## src/rtl/reset_sequencer.sv

```systemverilog
// Staged reset release controller: synchronizes reset deassertion, drops stage
// resets one by one with a fixed gap, then runs a loadable timeout counter.
module reset_sequencer #(
    parameter int unsigned SYNC_DEPTH = 2,
    parameter int unsigned N_STAGES   = 3,
    parameter int unsigned STAGE_GAP  = 4
) (
    input  logic                clock,
    input  logic                reset,
    input  logic                count_load,
    input  logic [31:0]         count_value,
    output logic [N_STAGES-1:0] stage_reset,
    output logic                all_released,
    output logic [31:0]         cycles_remaining,
    output logic                count_busy,
    output logic                count_reached
);

    localparam int unsigned CNT_W = 32;
    localparam int unsigned GAP_W = 8;
    localparam logic [GAP_W-1:0] GAP_RELOAD = GAP_W'(STAGE_GAP - 1);

    typedef enum logic [1:0] {
        HOLD    = 2'd0,
        RELEASE = 2'd1,
        RUN     = 2'd2
    } state_t;

    state_t                state_q;
    logic [SYNC_DEPTH-1:0] sync_q;
    logic [GAP_W-1:0]      gap_q;
    logic [N_STAGES-1:0]   stage_q;
    logic                  all_rel_q;
    logic [CNT_W-1:0]      cnt_q;
    logic [CNT_W-1:0]      cnt_d;
    logic                  busy_q;
    logic                  reached_q;
    logic                  reached_d;
    logic                  hold_exit;

    // True exactly on the edge where the synchronized reset output drops.
    assign hold_exit = sync_q[SYNC_DEPTH-1] & ~sync_q[SYNC_DEPTH-2];

    // Timeout counter next state; a load always wins over the decrement.
    always_comb begin
        cnt_d     = cnt_q;
        reached_d = 1'b0;
        if (state_q == RUN) begin
            if (count_load) begin
                cnt_d     = count_value;
                reached_d = (count_value == '0);
            end else if (cnt_q != '0) begin
                cnt_d     = cnt_q - CNT_W'(1);
                reached_d = (cnt_q == CNT_W'(1));
            end
        end
    end

    always_ff @(posedge clock or posedge reset) begin
        if (reset) begin
            sync_q    <= '1;
            state_q   <= HOLD;
            gap_q     <= '0;
            stage_q   <= '1;
            all_rel_q <= 1'b0;
            cnt_q     <= '0;
            busy_q    <= 1'b0;
            reached_q <= 1'b0;
        end else begin
            sync_q    <= {sync_q[SYNC_DEPTH-2:0], 1'b0};
            cnt_q     <= cnt_d;
            busy_q    <= (cnt_d != '0);
            reached_q <= reached_d;
            case (state_q)
                HOLD: begin
                    if (hold_exit) begin
                        state_q <= RELEASE;
                        gap_q   <= '0;
                    end
                end
                RELEASE: begin
                    // Shifting left clears bit 0 first, then the next bit up.
                    if (stage_q == '0) begin
                        state_q   <= RUN;
                        all_rel_q <= 1'b1;
                    end else if (gap_q == '0) begin
                        stage_q <= stage_q << 1;
                        gap_q   <= GAP_RELOAD;
                    end else begin
                        gap_q <= gap_q - GAP_W'(1);
                    end
                end
                RUN: begin
                    state_q <= RUN;
                end
                default: begin
                    state_q <= HOLD;
                end
            endcase
        end
    end

    assign stage_reset      = stage_q;
    assign all_released     = all_rel_q;
    assign cycles_remaining = cnt_q;
    assign count_busy       = busy_q;
    assign count_reached    = reached_q;

endmodule

```

## config.mk

```make
export PLATFORM = sky130hd
export DESIGN_NAME = reset_sequencer
export DESIGN_NICKNAME = d
export VERILOG_FILES = /design/src/rtl/reset_sequencer.sv
export SDC_FILE = /design/constraint.sdc
export NUM_CORES = 1
export LEC_CHECK = 0
export CORE_UTILIZATION = 46
export CTS_BUF_LIST = sky130_fd_sc_hd__clkbuf_16
export DETAILED_ROUTE_END_ITERATION = 10
export PLACE_DENSITY = 0.78
export REMOVE_ABC_BUFFERS = 1
export SLEW_MARGIN = 20
export SYNTH_ARGS = -nofsm -noshare
export SYNTH_HDL_FRONTEND = slang
export SYNTH_SLANG_ARGS = --single-unit
export TNS_END_PERCENT = 30
```

## constraint.sdc

```tcl
create_clock -name clock -period 3.35 [get_ports clock]
set_clock_uncertainty 0.05 [all_clocks]
set_input_delay 0.335 -clock clock [delete_from_list [all_inputs] [get_ports clock]]
set_output_delay 0.335 -clock clock [all_outputs]
set_load 0.05 [all_outputs]
```

==> out/qor.txt, run 1 <==
Run status - finished, violations left
Failing checks - negative setup slack
Worst slack at placement - -0.06607 ns
Number of antenna violations at the first check in global routing - 0
Crit Path Class - reg -> reg
Worst Hold Class - reg -> reg
Total grt overflow - 0
Residual antenna-violating net count after detailed routing - 0
Clk_lat worst skew - 0.30 ns
Die area - 7406 sq um
Inserted Clock Buffers - 5
Placement Cell Area - 4484 sq um
Min-Delay Startpoint - sync_q[0]
Share of the clock period used by the worst path after layout - 100.6%
Final routed wire length divided by cell count - 19.64 microns
Total power - 4.291 mW
R2R Path End - count_busy
Max-slew violation count - 0
Hold Path End - sync_q[1]
Setup slack, reg-to-reg - -0.02 ns
Final Routed Wirelength - 11,820 microns
Routability cong. - 0.9829
Non-filler cells in the finished layout - 602
Horizontal extent of the die - 86.06 microns
Met1 capacity usage during global routing - 45.47%
Most congested layer reported by global routing - met2
Via count of the routed design - 3,751
Post-DP HPWL - 9178 microns
Global-route wire length before repair - 18,590 microns
Overall Global Routing Usage - 33.34%
Yosys cell types - 65
Worst setup margin - -0.02077 ns
EDFF count, synth - 0
Share of synthesized flip-flops with an asynchronous set or reset - 100.0%
Per-instance average area after synthesis - 8.645 sq um
Main combinational cell family by area after synthesis - simple AND/OR/NAND/NOR gates
Avg Vias per Cell - 6.231
Leakage Power - 1.849 nW
Pin slew with the least headroom to its limit - 0.8861 ns
Required time worst endpoint - 3.45 ns
Maximum number of pins on one net before global-route repair - 51
Crit path capture type - flip-flop
Most common flop cell mapped by yosys - dfrtp_1
Total of warnings raised by yosys - 0
Count of max-cap constraint violations - 0
Final worst path period need - 3.371 ns
Number of failing hold endpoints at the final stage - 0
Std cell rows - 30
FF+latch count, synth - 50
Crit path arrival time - 3.47 ns
Share of final-layout standard cells stronger than drive strength 1 - 18.97%
Share of the core filled with cells - 69.01%
Violation count after the first detailed-route iteration - 345
Xor/xnor share of the synthesized area - 1.617%
Clock Sink Count - 50
R2R cell count - 9
Cells after Synth - 376
Worst-path maximum fanout - 5
Number of instances on the worst hold path - 0
Fraction of the mapped netlist area in adder cells - 3.464%
Post-Place Cells - 591
DRC violations left - 0
Relative slew margins - 40.86%
Setup repair after global routing missed its margin - yes
Die Ht - 86.06 microns
Multiplexer share of the synthesized area - 1.001%
GR Layer Usage met2 - 52.96%
Number of H-tree levels - 2
Power density relative to cell area - 915.3 nW/um^2
Effective utilization at floorplan - 47.85%
Worst VDD drop - 0.6810 mV
Fraction of the yosys area taken by sequential cells - 38.68%
Number of buffer cells added on primary ports - 72
Maximum clock insertion buffer count - 2
Total iterations of the first detailed-routing run - 6
Top-Level Pins - 73
Cell area after technology mapping - 3251 sq um
Met3 routing resource usage after global routing - 6.064%
CTS clock-pin slew for the worst setup and hold paths - 0.07 ns
Clock tree root driver cell - clkbuf_16
Category of the worst setup path launch point - flip-flop
Synth Area in Simple Gates - 32.10%
Area Growth Syn to Fin - 44.23%
Number of fill cells in the layout - 597
Number of nets in the finished design - 549
Number of failing setup endpoints in the final timing report - 1
Worst reg2reg startpoint - cycles_remaining[19]
TritonCTS clock tree - built
Area of the core region - 6794 sq um
Compound-gate portion of the synthesized area - 18.82%
Finished layout cell area - 4688 sq um
Inserted Diodes - 0
Number of global-route vias before repair - 3,582
Top achievable clock speed - 0.2967 GHz
[cell type report]
| class | count | area, sq um | area share [%] |
|---|---|---|---|
| multi-input cells | 294 | 1891 | 40.33 |
| flip-flops and latches | 50 | 1257 | 26.82 |
| repair buffers | 137 | 1209 | 25.78 |
| clock buffers | 5 | 125.1 | 2.669 |
| well taps | 96 | 120.1 | 2.562 |
| inverters | 17 | 65.06 | 1.388 |
| clock inverters | 3 | 21.27 | 0.4537 |
[state kept, by name (all words and copies together) (netlist names)]
name and flops:
count_reached 1, state_q 2, all_released 1, gap_q 8, stage_reset 3, cycles_remaining 32, sync_q 2, count_busy 1
[cell usage in the layout, fill, tap and decap left out, drive strengths merged, types with 3 or more instances in the layout]
cell and n:
nand2 30, nand3 12, and2 4, a22oi 7
clkbuf 5, dfstp 5, o311ai 4, clkdlybuf4s50 72
inv 16, nand2b 4, nand4 14, xnor2 4
o22ai 4, nor4b 3, a311oi 7, or4 9
o21ai 25, or3 10, buf 65, nor3 28
ha 9, and3 5, nor4 21, nor2b 4
a21oi 9, o211ai 4, nand3b 3, dfrtp 45
nor2 32, clkinv 3, a22o 3
[what timing repair did]
item / CTS / global route
pin swaps: 3 / 5
hold buffers: 0 / 0
hold endpoints to repair: 0 / 0
buffers inserted: 2 / 1
resized for setup: 3 / 4
endpoints found under the setup margin: 1 / 1
[layer usage]
metal  vias to the layer above  wire, microns
met4                         0            327
met3                        26           1168
met5                         -              0
met2                       231           5437
met1                      1782           4890
li1                       1712              -
[per-stage QoR]
step | setup TNS [ns] | hold WS, ns
4_1_cts | 0 | 0.3195
3_3_place_gp | -0.01357 | 0.3060
3_5_place_dp | -0.06607 | 0.3083
2_1_floorplan | -0.2490 | 0.3017
5_1_grt | -0.1347 | 0.3233
6_report | -0.02077 | 0.3168
[where the power goes]
part | internal (mW) | switching (mW) | total [mW]
combinational | 1.02 | 1.70 | 2.72
clock | 0.277 | 0.232 | 0.509
sequential | 0.830 | 0.230 | 1.06
[worst max path at each step]
| stage | startpoint | endpoint | slack (ns) | depth (start not counted) |
|---|---|---|---|---|
| CTS | cycles_remaining[19] | count_busy | 0.009 | 9 |
| detailed placement | cycles_remaining[19] | count_busy | -0.07 | 8 |
| global route | cycles_remaining[19] | count_busy | -0.13 | 9 |
| floorplan | cycles_remaining[19] | count_busy | -0.25 | 8 |
| finish | cycles_remaining[19] | count_busy | -0.02 | 9 |
| global placement | cycles_remaining[19] | count_busy | -0.01 | 8 |
[cells in the mapped netlist (4+ instances only)]
cell type | number | share of area [%]
dfrtp_1 | 45 | 35
nor2_1 | 32 | 3.7
nand2_1 | 30 | 3.5
nor3_1 | 28 | 4.3
o21ai_0 | 21 | 3.2
nor4_1 | 20 | 3.8
inv_1 | 17 | 2.0
nand4_1 | 14 | 2.7
nand3_1 | 12 | 1.8
clkbuf_1 | 10 | 1.2
or3_1 | 10 | 1.9
a21oi_1 | 9 | 1.4
ha_1 | 9 | 3.5
a22oi_1 | 7 | 1.6
a311oi_1 | 7 | 1.9
or4_1 | 6 | 1.4
and3_1 | 5 | 0.96
dfstp_2 | 5 | 4.0
and2_1 | 4 | 0.77
nand2b_1 | 4 | 0.77
nor2b_1 | 4 | 0.77
o211ai_1 | 4 | 0.92
o21ai_1 | 4 | 0.62
o22ai_1 | 4 | 0.77
xnor2_1 | 4 | 1.1
[worst max-delay path, stage by stage (launching register included)]
cell and delay (ns):
dfrtp_1 0.39, or4_4 0.57, or4_4 0.44, or4_4 0.47
buf_4 0.18, a211oi_2 0.19, a21oi_2 0.06, or4_4 0.49
nor4_2 0.28, nand4_1 0.12
[cell families after synthesis]
group           count (synthesis)
buf+inv                        32
fa+ha+maj                       9
simple gates                  188
other cells                     1
mux                             3
flops                          50
xor+xnor                        6
compound gates                 87
(Power assumes the default switching activity.)
==> inputs of run 2 (changes only) <==
Settings changed: GPL_ROUTABILITY_DRIVEN from default to 1.
==> results of run 2 <==
No change in the layout: final DEF, timing and power equal those of run 1.
